<file path="src/rtl/midi_router_matrix_pkg.sv">
// Shared frame constants and receiver state encoding for the MIDI router.
package midi_router_matrix_pkg;

  localparam int FRAME_BITS = 16;
  localparam int CMD_BITS   = 8;
  localparam int W_BIT      = 15;

  // Writing to this address clears the sticky frame error.
  localparam logic [6:0] ADDR_CLR_ERR = 7'h7F;

  typedef enum logic [2:0] {
    ST_IDLE = 3'd0,
    ST_CMD  = 3'd1,
    ST_DATA = 3'd2,
    ST_DONE = 3'd3,
    ST_ERR  = 3'd4
  } rx_state_e;

endpackage

</file>
<file path="src/rtl/midi_router_matrix_spi_frame_rx.sv">
// SPI mode-0 slave frame receiver, oversampled in the clk domain.
// Delivers a 16-bit frame on a clean select release, flags malformed frames,
// and shifts the addressed mask back out on MISO during the data byte.
module midi_router_matrix_spi_frame_rx
  import midi_router_matrix_pkg::*;
#(
  parameter int SYNC_STAGES = 2
) (
  input  logic        clk,
  input  logic        reset,
  input  logic        spi_clk,
  input  logic        spi_mosi,
  input  logic        spi_ss,
  input  logic [7:0]  tx_load_data,
  output logic [6:0]  cmd_index,
  output logic        frame_valid,
  output logic [15:0] frame_word,
  output logic        err_pulse,
  output logic        spi_miso
);

  // Pin vector layout: bit0 spi_clk, bit1 spi_mosi, bit2 spi_ss.
  logic [SYNC_STAGES-1:0][2:0] pin_sync_q, pin_sync_d;
  logic        sclk_prev_q, sclk_prev_d;
  logic        ss_prev_q, ss_prev_d;
  logic        sclk_s, mosi_s, ss_s;
  logic        sclk_rise_s, sclk_fall_s, ss_rise_s, ss_fall_s;

  rx_state_e   state_q, state_d;
  logic [4:0]  cnt_q, cnt_d;
  logic [15:0] shift_q, shift_d;
  logic [7:0]  tx_q, tx_d;
  logic        miso_q, miso_d;
  logic        valid_q, valid_d;
  logic        err_q, err_d;

  assign sclk_s = pin_sync_q[SYNC_STAGES-1][0];
  assign mosi_s = pin_sync_q[SYNC_STAGES-1][1];
  assign ss_s   = pin_sync_q[SYNC_STAGES-1][2];

  assign sclk_rise_s = sclk_s & ~sclk_prev_q;
  assign sclk_fall_s = ~sclk_s & sclk_prev_q;
  assign ss_rise_s   = ss_s & ~ss_prev_q;
  assign ss_fall_s   = ~ss_s & ss_prev_q;

  // Index bits as they will stand once the 8th command bit is shifted in,
  // so the parent can present the addressed mask on that same clock.
  assign cmd_index   = {shift_q[5:0], mosi_s};
  assign frame_word  = shift_q;
  assign frame_valid = valid_q;
  assign err_pulse   = err_q;
  assign spi_miso    = miso_q;

  // Synchroniser chains and one-sample history for edge detection.
  always_comb begin
    pin_sync_d[0] = {spi_ss, spi_mosi, spi_clk};
    for (int k = 1; k < SYNC_STAGES; k++) begin
      pin_sync_d[k] = pin_sync_q[k-1];
    end
    sclk_prev_d = sclk_s;
    ss_prev_d   = ss_s;
  end

  // Frame state machine: shifting, readback load, termination checks.
  always_comb begin
    state_d = state_q;
    cnt_d   = cnt_q;
    shift_d = shift_q;
    tx_d    = tx_q;
    miso_d  = miso_q;
    valid_d = 1'b0;
    err_d   = 1'b0;
    case (state_q)
      ST_IDLE: begin
        miso_d = 1'b0;
        if (ss_fall_s) begin
          state_d = ST_CMD;
          shift_d = 16'd0;
          cnt_d   = 5'd0;
        end else begin
          state_d = ST_IDLE;
        end
      end
      ST_CMD: begin
        if (ss_rise_s) begin
          err_d   = 1'b1;
          state_d = ST_IDLE;
        end else if (sclk_rise_s) begin
          shift_d = {shift_q[14:0], mosi_s};
          cnt_d   = cnt_q + 5'd1;
          if (cnt_q == 5'(CMD_BITS - 1)) begin
            tx_d    = tx_load_data;
            state_d = ST_DATA;
          end else begin
            state_d = ST_CMD;
          end
        end else begin
          state_d = ST_CMD;
        end
      end
      ST_DATA: begin
        if (ss_rise_s) begin
          err_d   = 1'b1;
          state_d = ST_IDLE;
        end else if (sclk_rise_s) begin
          shift_d = {shift_q[14:0], mosi_s};
          cnt_d   = cnt_q + 5'd1;
          if (cnt_q == 5'(FRAME_BITS - 1)) begin
            state_d = ST_DONE;
          end else begin
            state_d = ST_DATA;
          end
        end else if (sclk_fall_s) begin
          miso_d = tx_q[7];
          tx_d   = {tx_q[6:0], 1'b0};
        end else begin
          state_d = ST_DATA;
        end
      end
      ST_DONE: begin
        if (ss_rise_s) begin
          valid_d = 1'b1;
          state_d = ST_IDLE;
        end else if (sclk_rise_s) begin
          err_d   = 1'b1;
          state_d = ST_ERR;
        end else begin
          state_d = ST_DONE;
        end
      end
      ST_ERR: begin
        if (ss_rise_s) begin
          state_d = ST_IDLE;
        end else begin
          state_d = ST_ERR;
        end
      end
      default: begin
        state_d = ST_IDLE;
      end
    endcase
  end

  // Register stage; synchronisers clear to 0 so a select held low across
  // reset is not mistaken for a new frame start.
  always_ff @(posedge clk) begin
    if (reset) begin
      pin_sync_q  <= '0;
      sclk_prev_q <= 1'b0;
      ss_prev_q   <= 1'b0;
      state_q     <= ST_IDLE;
      cnt_q       <= 5'd0;
      shift_q     <= 16'd0;
      tx_q        <= 8'd0;
      miso_q      <= 1'b0;
      valid_q     <= 1'b0;
      err_q       <= 1'b0;
    end else begin
      pin_sync_q  <= pin_sync_d;
      sclk_prev_q <= sclk_prev_d;
      ss_prev_q   <= ss_prev_d;
      state_q     <= state_d;
      cnt_q       <= cnt_d;
      shift_q     <= shift_d;
      tx_q        <= tx_d;
      miso_q      <= miso_d;
      valid_q     <= valid_d;
      err_q       <= err_d;
    end
  end

endmodule

</file>
<file path="src/rtl/midi_router_matrix.sv">
// MIDI router matrix: N_IN synchronised inputs routed to N_OUT registered
// outputs through per-output source masks configured over SPI.
module midi_router_matrix
  import midi_router_matrix_pkg::*;
#(
  parameter int N_IN        = 8,
  parameter int N_OUT       = 8,
  parameter int SYNC_STAGES = 2
) (
  input  logic             clk,
  input  logic             reset,
  input  logic [N_IN-1:0]  midi_in,
  output logic [N_OUT-1:0] midi_out,
  input  logic             spi_clk,
  input  logic             spi_mosi,
  input  logic             spi_ss,
  output logic             spi_miso,
  output logic             cfg_commit,
  output logic             frame_err
);

  logic [SYNC_STAGES-1:0][N_IN-1:0] midi_sync_q, midi_sync_d;
  logic [N_IN-1:0]             midi_in_s;
  logic [N_OUT-1:0][N_IN-1:0]  mask_q, mask_d;
  logic [N_OUT-1:0]            midi_out_q, midi_out_d;
  logic                        cfg_commit_q, cfg_commit_d;
  logic                        frame_err_q, frame_err_d;

  logic [6:0]                  cmd_index_s;
  logic [7:0]                  tx_load_data_s;
  logic                        frame_valid_s;
  logic [15:0]                 frame_word_s;
  logic                        err_pulse_s;
  logic                        wr_s;
  logic [6:0]                  wr_index_s;
  logic [N_IN-1:0]             wr_mask_s;
  logic                        wr_in_range_s;

  // Default routing: output j listens to input j only, if that input exists.
  function automatic logic [N_IN-1:0] passthrough_mask(input int j);
    logic [N_IN-1:0] m;
    if (j < N_IN) begin
      m = N_IN'(1) << j;
    end else begin
      m = '0;
    end
    return m;
  endfunction

  midi_router_matrix_spi_frame_rx #(
    .SYNC_STAGES (SYNC_STAGES)
  ) u_rx (
    .clk          (clk),
    .reset        (reset),
    .spi_clk      (spi_clk),
    .spi_mosi     (spi_mosi),
    .spi_ss       (spi_ss),
    .tx_load_data (tx_load_data_s),
    .cmd_index    (cmd_index_s),
    .frame_valid  (frame_valid_s),
    .frame_word   (frame_word_s),
    .err_pulse    (err_pulse_s),
    .spi_miso     (spi_miso)
  );

  assign midi_in_s     = midi_sync_q[SYNC_STAGES-1];
  assign wr_s          = frame_word_s[W_BIT];
  assign wr_index_s    = frame_word_s[W_BIT-1:CMD_BITS];
  assign wr_mask_s     = frame_word_s[N_IN-1:0];
  assign wr_in_range_s = ({25'd0, wr_index_s} < 32'(N_OUT));

  assign midi_out   = midi_out_q;
  assign cfg_commit = cfg_commit_q;
  assign frame_err  = frame_err_q;

  // MIDI input synchroniser chain.
  always_comb begin
    midi_sync_d[0] = midi_in;
    for (int k = 1; k < SYNC_STAGES; k++) begin
      midi_sync_d[k] = midi_sync_q[k-1];
    end
  end

  // Routing: an output is low whenever any of its selected inputs is low.
  always_comb begin
    midi_out_d = '1;
    for (int j = 0; j < N_OUT; j++) begin
      midi_out_d[j] = &(midi_in_s | ~mask_q[j]);
    end
  end

  // Readback value for the addressed output; unmapped addresses read 0.
  always_comb begin
    tx_load_data_s = 8'd0;
    for (int j = 0; j < N_OUT; j++) begin
      if (cmd_index_s == 7'(j)) begin
        tx_load_data_s = 8'(mask_q[j]);
      end else begin
        tx_load_data_s = tx_load_data_s;
      end
    end
  end

  // Apply completed frames and maintain the sticky error flag.
  always_comb begin
    mask_d       = mask_q;
    cfg_commit_d = 1'b0;
    frame_err_d  = frame_err_q;
    if (frame_valid_s && wr_s) begin
      if (wr_in_range_s) begin
        for (int j = 0; j < N_OUT; j++) begin
          if (wr_index_s == 7'(j)) begin
            mask_d[j] = wr_mask_s;
          end else begin
            mask_d[j] = mask_q[j];
          end
        end
        cfg_commit_d = 1'b1;
      end else if (wr_index_s == ADDR_CLR_ERR) begin
        frame_err_d  = 1'b0;
        cfg_commit_d = 1'b1;
      end else begin
        cfg_commit_d = 1'b0;
      end
    end else if (err_pulse_s) begin
      frame_err_d = 1'b1;
    end else begin
      frame_err_d = frame_err_q;
    end
  end

  // Register stage: inputs idle high, masks back to passthrough.
  always_ff @(posedge clk) begin
    if (reset) begin
      midi_sync_q  <= '1;
      midi_out_q   <= '1;
      cfg_commit_q <= 1'b0;
      frame_err_q  <= 1'b0;
      for (int j = 0; j < N_OUT; j++) begin
        mask_q[j] <= passthrough_mask(j);
      end
    end else begin
      midi_sync_q  <= midi_sync_d;
      midi_out_q   <= midi_out_d;
      cfg_commit_q <= cfg_commit_d;
      frame_err_q  <= frame_err_d;
      mask_q       <= mask_d;
    end
  end

endmodule

</file>
<file path="config.mk">
export PLATFORM = sky130hd
export DESIGN_NAME = midi_router_matrix
export DESIGN_NICKNAME = d
export VERILOG_FILES = /design/src/rtl/midi_router_matrix_pkg.sv /design/src/rtl/midi_router_matrix_spi_frame_rx.sv /design/src/rtl/midi_router_matrix.sv
export SDC_FILE = /design/constraint.sdc
export NUM_CORES = 1
export LEC_CHECK = 0
export ABC_AREA = 1
export CAP_MARGIN = 20
export CORE_MARGIN = 3
export CORE_UTILIZATION = 45
export CTS_BUF_LIST = sky130_fd_sc_hd__clkbuf_16
export DETAILED_ROUTE_END_ITERATION = 16
export PLACE_DENSITY = 0.74
export SYNTH_ARGS = -nofsm -noshare
export SYNTH_HDL_FRONTEND = slang
export SYNTH_SLANG_ARGS = --single-unit
</file>
<file path="constraint.sdc">
create_clock -name clk -period 1.5 [get_ports clk]
set_input_delay 0.3 -clock clk [delete_from_list [all_inputs] [get_ports clk]]
set_output_delay 0.3 -clock clk [all_outputs]
set_load 0.05 [all_outputs]
</file>
==> results.txt, run 1 <==
----------------------------------------------------
[Worst setup path]
  Register-to-register path setup slack ... -0.05 ns
  Nature of the critical path startpoint ... flop
  Largest stage delay on the critical path ... 0.32 ns
  Critical Path Slowest Stage Cell ... sky130_fd_sc_hd__dfxtp_2
  Critical path type ... flop to flop
  Endpoint arrival time on the critical path ... 1.87 ns
  Critical path capture point type ... flop
  Buffers and inverters on the worst path ... 4
  CP cell instances ... inv_2, nor2_4, nor2_4, inv_2, nand2_1, o211ai_1, buf_4, buf_12, a21oi_1, a211oi_1
  Top fanout value on the critical path ... 15
  Data required time at the worst endpoint ... 1.83 ns
  Kind of cell with the highest combined delay on the critical path ... buffers and inverters

[Global route]
  Number of global-route vias before repair ... 5,039
  Combined global-route utilization of all metal layers ... 22.5%
  Pin count of the biggest net entering global routing ... 44
  Global-route congestion overflow total ... 0
  Global-route wire length before repair ... 25,400 um
  Initial antenna violation count ... 0

[Synth]
  Most used flip-flop cell after synthesis ... sky130_fd_sc_hd__dfxtp_1
  Area share of the largest cell type after synthesis ... 45.7%
  Number of warnings reported in the yosys synthesis log ... 0
  Count of different cell masters after synthesis ... 39
  Synth Register Bits ... 133
  Number of flops mapped to enable cells by yosys ... 0
  Synthesized area per cell ... 7.61 um^2
  Synthesized net count ... 781
  Post-Syn Area ... 5830 um^2
  Part of the Yosys area used for sequential elements ... 45.7%
  Async SR Flop Fraction ... 0%
  Library cell with the largest summed area after synthesis ... sky130_fd_sc_hd__dfxtp_1
  Ranking of synthesized cells by area ... sky130_fd_sc_hd__dfxtp_1 46%, sky130_fd_sc_hd__a21oi_1 7.7%, sky130_fd_sc_hd__inv_1 7.3%
  Count of mapped cells out of synthesis ... 766

[Clocking]
  Root Buffer Master ... sky130_fd_sc_hd__clkbuf_16
  CTS tree ... done
  Max Buffers Root-to-Sink ... 2
  Total CTS buffers ... 17
  Number of H-tree branching levels ... 4
  Number of clock sinks ... 133
  Clock transition at path regs ... 0.06 ns
  Insertion delay of the later-clocked pin in the worst-skew pair ... 0.42 ns

[Pwr]
  Worst IR drop on VDD ... 0.000954 V
  Sequential power share ... 42.2%
  Overall power of the completed layout ... 8.70 mW
  Fraction of power consumed by combinational cells ... 8.5%
  Cell internal power dissipation ... 6.67 mW
  Switching pwr ... 2.03 mW
  Switching part of the total ... 23.4%
  Clock network fraction of design power ... 49.3%
  Power density relative to cell area ... 1130 nW/um^2
  Pleak ... 3.10 nW

[Layout]
  Most frequent cells in the layout ... 122 x sky130_fd_sc_hd__dfxtp_1, 104 x sky130_fd_sc_hd__inv_1, 89 x sky130_fd_sc_hd__nand2_1
  NumNets Final ... 863
  Most common cell after layout, fill and taps aside ... sky130_fd_sc_hd__dfxtp_1
  Multi-input logic area ... 2720 um^2
  Register Area ... 2680 um^2
  Fin cells ... 1,028
  Share of final-layout standard cells stronger than drive strength 1 ... 26.2%
  Fill count ... 1,018
  Area Growth Syn to Fin ... 32.4%
  Ant. Diodes ... 0

[STA]
  Maximum clock rate ... 0.646 GHz
  Ratio of final minimum period to clock period ... 103%
  Total of endpoints with negative setup slack in the final report ... 12
  Slew Limit Headroom ... 69.9%
  Unrepaired setup endpoints after global routing ... true
  Clock tree skew after final layout ... 0.00778 ns
  Transition time at the pin with the least slew margin ... 0.451 ns
  Final Hold Violating Endpoints ... 0
  Final Worst Setup Slack ... -0.0470 ns
  Crit path time final ... 1.55 ns
  Pins Over Slew Limit ... 0

[Routing]
  DRC violation count after routing ... 0
  Starting DRC count in detailed routing ... 559
  Wire length per cell after detailed routing ... 16.1 um
  Total length of routed wires ... 16,500 um
  Via-per-instance ratio ... 5.40
  Remaining antenna violation count ... 0
  Drt first pass iters ... 5
  Number of vias in the routed layout ... 5,556

[Placed design]
  Port bufs ... 23
  DP Wirelength ... 10,900 um
  Final weighted congestion of routability-driven global placement ... 0.961
  Worst slack at placement ... -0.0739 ns
  Number of cells after detailed placement ... 976

[Floorplan]
  Die X ... 120 um
  Initial Utilization ... 47.3%
  Die height ... 120 um
  Area of the placeable core ... 12,300 um^2
  Ports ... 24
  Area of the die ... 14,400 um^2
  Standard-cell row count ... 40

[Run status]
  Violations in the final reports ... setup timing
  Status ... finished with violations

[Job]
  Number of maximum-capacitance constraint violations ... 0

[Min path]
  Type of the most critical hold path ... input port to flop

----------------------------------------------------
## tightest hold or removal path: cells and delay by family
| family | cells | cell delay (ns) |
|---|---|---|
| buffers and inverters | 2 | 0.22 |
| and+or+nand+nor | 2 | 0.12 |
## cells by family after synthesis
kind of cell | after synthesis | share of synthesized area (%)
AOI/OAI and AO/OA | 232 | 22.7
adders and majority gates | 2 | 0.429
xor gates and xnor gates | 1 | 0.150
DFF | 133 | 45.7
buffers and inverters | 158 | 11.2
and+or+nand+nor | 240 | 19.9
## area by class of cell
| class | instances | share of cell area [%] |
|---|---|---|
| Sequential cell | 133 | 34.7 |
| Timing Repair Buffer | 100 | 13.6 |
| Tap cell | 168 | 2.72 |
| Inverter | 120 | 5.92 |
| Clock buffer | 17 | 5.51 |
| Multi-Input combinational cell | 476 | 35.2 |
| Clock inverter | 14 | 2.40 |
## stage by stage
step                      util [%]  instance area, um^2  TNS (ns)  hold WS (ns)
after floorplan                  -                 5830         0         0.388
after global placement        54.3                 6690    -0.392         0.390
after detailed placement      54.3                 6690    -0.604         0.392
after CTS                     60.2                 7420   -0.0128         0.258
after global routing          62.7                 7720     -3.18         0.311
final                         62.7                 7720    -0.195         0.265
## sequential cells by signal (all words and copies together), names as in the netlist
name              flops
u_rx.pin_sync_q       2
u_rx.pin_sync_d       3
u_rx.frame_valid      1
u_rx.cnt_q            5
u_rx.ss_prev_q        1
mask_q               64
u_rx.sclk_prev_q      1
midi_out              8
u_rx.err_pulse        1
frame_err             1
u_rx.frame_word      16
u_rx.cmd_index        1
u_rx.tx_q             8
u_rx.spi_miso         1
u_rx.state_q          3
cfg_commit            1
midi_in_s             8
midi_sync_d           8
## synthesized netlist by cell type (5+ instances only)
library cell and n:
sky130_fd_sc_hd__dfxtp_1 133, sky130_fd_sc_hd__inv_1 114, sky130_fd_sc_hd__nand2_1 102, sky130_fd_sc_hd__a21oi_1 90
sky130_fd_sc_hd__o21ai_0 72, sky130_fd_sc_hd__nor2_1 50, sky130_fd_sc_hd__nand3_1 41, sky130_fd_sc_hd__o22ai_1 27
sky130_fd_sc_hd__clkbuf_1 19, sky130_fd_sc_hd__a211oi_1 17, sky130_fd_sc_hd__or2_2 17, sky130_fd_sc_hd__buf_2 10
sky130_fd_sc_hd__o211ai_1 10, sky130_fd_sc_hd__nand4_1 9, sky130_fd_sc_hd__inv_2 6, sky130_fd_sc_hd__nor2_2 6
sky130_fd_sc_hd__o41ai_1 6, sky130_fd_sc_hd__buf_6 5
## what timing repair did
item | 4_1_cts | 5_1_grt
setup endpoints to repair | 21 | 58
hold buffers | 0 | 0
buffers inserted | 6 | 13
pin swaps | 10 | 13
resized for setup | 24 | 92
gates cloned | 1 | 2
hold endpoints to repair | 0 | 0
## power groups by stage
stage / clock network [mW] / registers, mW / logic [mW]
3_5_place_dp: 0 / 3.73 / 0.623
4_1_cts: 4.35 / 3.66 / 0.664
3_3_place_gp: 0 / 3.73 / 0.618
5_1_grt: 4.50 / 3.67 / 0.791
2_1_floorplan: 0 / 3.74 / 0.359
6_report: 4.29 / 3.67 / 0.739
## metal layers
layer | track usage, % | wire length (um) | vias up
met2 | 34.6 | 7180 | 280
li1 | - | - | 2733
met3 | 6.27 | 1810 | 58
met4 | 9.31 | 552 | 0
met5 | 0 | 0 | -
met1 | 29.9 | 7000 | 2485
## path summary, 6_finish.rpt
| kind | start | to | cells past startpoint |
|---|---|---|---|
| hold reg to reg | u_rx.pin_sync_d[3]$_SDFF_PP0_ | u_rx.pin_sync_q[3]$_SDFF_PP0_ | 2 |
| setup / recovery | u_rx.pin_sync_q[5]$_SDFF_PP0_ | u_rx.frame_word[8]$_SDFFE_PP0P_ | 10 |
| setup reg to reg | u_rx.pin_sync_q[5]$_SDFF_PP0_ | u_rx.frame_word[8]$_SDFFE_PP0P_ | 10 |
| hold / removal | reset | u_rx.frame_valid$_SDFF_PP0_ | 4 |
No activity file was read; power rests on OpenSTA's default activity.
==> run 2: changes to the inputs <==
--- a/config.mk
+++ b/config.mk
@@ -8,10 +8,10 @@
 export ABC_AREA = 1
 export CAP_MARGIN = 20
 export CORE_MARGIN = 3
-export CORE_UTILIZATION = 45
+export CORE_UTILIZATION = 54
 export CTS_BUF_LIST = sky130_fd_sc_hd__clkbuf_16
 export DETAILED_ROUTE_END_ITERATION = 16
-export PLACE_DENSITY = 0.74
+export PLACE_DENSITY = 0.85
 export SYNTH_ARGS = -nofsm -noshare
 export SYNTH_HDL_FRONTEND = slang
 export SYNTH_SLANG_ARGS = --single-unit
==> constraint.sdc (replaced) <==
create_clock -name clk -period 1.5 [get_ports clk]
set_input_delay 0.3 -clock clk [delete_from_list [all_inputs] [get_ports clk]]
set_output_delay 0.3 -clock clk [all_outputs]
set_load 0.01 [all_outputs]
==> run 2 against run 1 <==
The flow still finishes with violations (setup timing). Global-route usage grew 7.7 points. Via count rose by 8.8%. Clock-buffer cell count stayed put. Final area grew 0.36%. Total power fell by 2.7%. Worst hold slack improved by 0.12 ns. Clock power is 7.2% lower. Setup slack got worse by 0.16 ns. Critical endpoint is now mask_q[36]$_SDFFE_PP1P_. Largest power group unchanged.
==> results.txt, run 2 (synthesis results as in run 1) <==
----------------------------------------------------
[Placed design]
  DP Wirelength ... 11,700 um (was 10,900 um)
  Port bufs ... 23 (unchanged)
  Final weighted congestion of routability-driven global placement ... 1.02 (was 0.961)
  Worst slack at placement ... -0.179 ns (was -0.0739 ns)

[STA]
  Clock tree skew after final layout ... 0.00789 ns (was 0.00778 ns)
  Ratio of final minimum period to clock period ... 114% (was 103%)
  Crit path time final ... 1.71 ns (was 1.55 ns)
  Maximum clock rate ... 0.586 GHz (was 0.646 GHz)
  Unrepaired setup endpoints after global routing ... true (unchanged)
  Slew Limit Headroom ... 65.7% (was 69.9%)
  Total of endpoints with negative setup slack in the final report ... 62 (was 12)
  Final TNS setup ... -3.70 ns (was -0.195 ns)
  Pins Over Slew Limit ... 0 (unchanged)
  Transition time at the pin with the least slew margin ... 0.511 ns (was 0.451 ns)
  Final Hold Violating Endpoints ... 0 (unchanged)
  Final Worst Setup Slack ... -0.207 ns (was -0.0470 ns)

[Global route]
  Global-route wire length before repair ... 27,200 um (was 25,400 um)
  Pin count of the biggest net entering global routing ... 43 (was 44)
  Number of global-route vias before repair ... 5,363 (was 5,039)
  Combined global-route utilization of all metal layers ... 30.2% (was 22.5%)
  Initial antenna violation count ... 0 (unchanged)
  Global-route congestion overflow total ... 0 (unchanged)

[Routing]
  Starting DRC count in detailed routing ... 609 (was 559)
  Total length of routed wires ... 20,500 um (was 16,500 um)
  Wire length per cell after detailed routing ... 20.6 um (was 16.1 um)
  Drt first pass iters ... 6 (was 5)
  Number of vias in the routed layout ... 6,047 (was 5,556)
  Via-per-instance ratio ... 6.08 (was 5.40)
  Remaining antenna violation count ... 0 (unchanged)
  DRC violation count after routing ... 0 (unchanged)

[Floorplan]
  Die height ... 110 um (was 120 um)
  Initial Utilization ... 56.0% (was 47.3%)
  Die X ... 110 um (was 120 um)
  Ports ... 24 (unchanged)
  Area of the placeable core ... 10,400 um^2 (was 12,300 um^2)
  Standard-cell row count ... 37 (was 40)
  Area of the die ... 12,100 um^2 (was 14,400 um^2)

[Clocking]
  Clock transition at path regs ... 0.06 ns (about the same)
  Number of H-tree branching levels ... 4 (unchanged)
  Insertion delay of the later-clocked pin in the worst-skew pair ... 0.42 ns (about the same)
  Total CTS buffers ... 17 (unchanged)
  Root Buffer Master ... sky130_fd_sc_hd__clkbuf_16 (unchanged)
  Hold buffer count at cts ... 0 (unchanged)
  Number of clock sinks ... 133 (unchanged)
  Max Buffers Root-to-Sink ... 2 (unchanged)
  CTS tree ... done (unchanged)

[Job]
  Number of maximum-capacitance constraint violations ... 0 (unchanged)

[Layout]
  Most frequent cells in the layout ... 118 x sky130_fd_sc_hd__dfxtp_1, 103 x sky130_fd_sc_hd__inv_1, 86 x sky130_fd_sc_hd__nand2_1 (was 122 x sky130_fd_sc_hd__dfxtp_1, 104 x sky130_fd_sc_hd__inv_1, 89 x sky130_fd_sc_hd__nand2_1)
  Share of final-layout standard cells stronger than drive strength 1 ... 28.8% (was 26.2%)
  Register bank with the most flops ... mask_q (unchanged)
  NumNets Final ... 860 (was 863)
  Most common cell after layout, fill and taps aside ... sky130_fd_sc_hd__dfxtp_1 (unchanged)
  Share of the core filled with cells ... 74.3% (was 62.7%)
  Area Growth Syn to Fin ... 32.8% (was 32.4%)
  Number of flip-flops under the largest register name ... 64 (unchanged)
  Ant. Diodes ... 0 (unchanged)

[Pwr]
  Power density relative to cell area ... 1090 nW/um^2 (was 1130 nW/um^2)
  Pleak ... 3.08 nW (was 3.10 nW)
  Worst IR drop on VDD ... 0.00122 V (was 0.000954 V)

[Min path]
  Type of the most critical hold path ... input port to flop (unchanged)

[Worst setup path]
  Critical path capture point type ... flop (unchanged)
  Top fanout value on the critical path ... 8 (was 15)
  Critical path type ... flop to flop (unchanged)
  Nature of the critical path startpoint ... flop (unchanged)
  Data required time at the worst endpoint ... 1.81 ns (was 1.83 ns)
  Endpoint arrival time on the critical path ... 2.01 ns (was 1.87 ns)

[Run status]
  Status ... finished with violations (unchanged)
  Violations in the final reports ... setup timing (unchanged)

----------------------------------------------------
-- run 2: layout make-up --
type	count	area [um^2]
Clock buffer	17	425
Clock inverter	15	139
Fill cell	700	2670
Inverter	120	458
Multi-Input combinational cell	476	2910
Sequential cell	133	2680
Tap cell	136	170
Timing Repair Buffer	97	958
-- run 2: report_power, final --
| part | total (mW) | leakage (nW) | switching (mW) | internal, mW |
|---|---|---|---|---|
| Combinational | 0.822 | 1.71 | 0.496 | 0.327 |
| Sequential | 3.67 | 1.09 | 0.0647 | 3.60 |
| Clock | 3.98 | 0.275 | 1.56 | 2.42 |
| Total | 8.47 | 3.08 | 2.12 | 6.35 |
-- run 2: stage by stage --
step                instances  hold WS (ns)  power [mW]  cell area (um^2)
finish                    994         0.387        8.47              7740
global route              994         0.399        8.69              7740
CTS                       974         0.358        8.29              7170
detailed placement        936         0.395        4.32              6460
global placement          936         0.390        4.31              6460
floorplan                 766         0.388        4.08              5830
-- run 2: worst paths after layout --
| kind | from | endpoint | slack, ns | cells past startpoint |
|---|---|---|---|---|
| min reg2reg | midi_sync_d[10]$_SDFF_PP1_ | midi_in_s[2]$_SDFF_PP1_ | 0.41 | 1 |
| max reg2reg | u_rx.frame_word[12]$_SDFFE_PP0P_ | mask_q[36]$_SDFFE_PP1P_ | -0.21 | 8 |
| max | u_rx.frame_word[12]$_SDFFE_PP0P_ | mask_q[36]$_SDFFE_PP1P_ | -0.21 | 8 |
| min | reset | midi_out[5]$_SDFF_PP1_ | 0.39 | 4 |
-- run 2: worst max-delay path: stages (launching register included) --
cell and delay, ns:
sky130_fd_sc_hd__dfxtp_1 0.35, sky130_fd_sc_hd__inv_2 0.10, sky130_fd_sc_hd__nand4_4 0.13, sky130_fd_sc_hd__nor2_8 0.18, sky130_fd_sc_hd__nand3_4 0.11, sky130_fd_sc_hd__nor3_4 0.33, sky130_fd_sc_hd__buf_12 0.17, sky130_fd_sc_hd__nand2_1 0.07
sky130_fd_sc_hd__o211ai_1 0.15
-- run 2: repair_timing --
item / CTS / global route
hold endpoints to repair: 0 / 0
setup endpoints to repair: 23 / 70
gates resized for setup: 56 / 133
pin swaps: 14 / 28
cloned: 3 / 8
setup buffers: 3 / 12
-- run 2: per-layer routing --
metal	GRT usage [%]	vias up	part of all wire, %
li1	-	2726	-
met1	38.5	2832	38
met2	48.0	398	47
met3	7.93	91	11
met4	13.2	0	4.3
met5	0	-	0
==> run 3: changes to the inputs <==
--- a/config.mk
+++ b/config.mk
@@ -6,7 +6,6 @@
 export NUM_CORES = 1
 export LEC_CHECK = 0
 export ABC_AREA = 1
-export CAP_MARGIN = 20
 export CORE_MARGIN = 3
 export CORE_UTILIZATION = 54
 export CTS_BUF_LIST = sky130_fd_sc_hd__clkbuf_16
==> results of run 3 <==
Same layout as run 2: the final DEF is identical, and so are final timing and power.
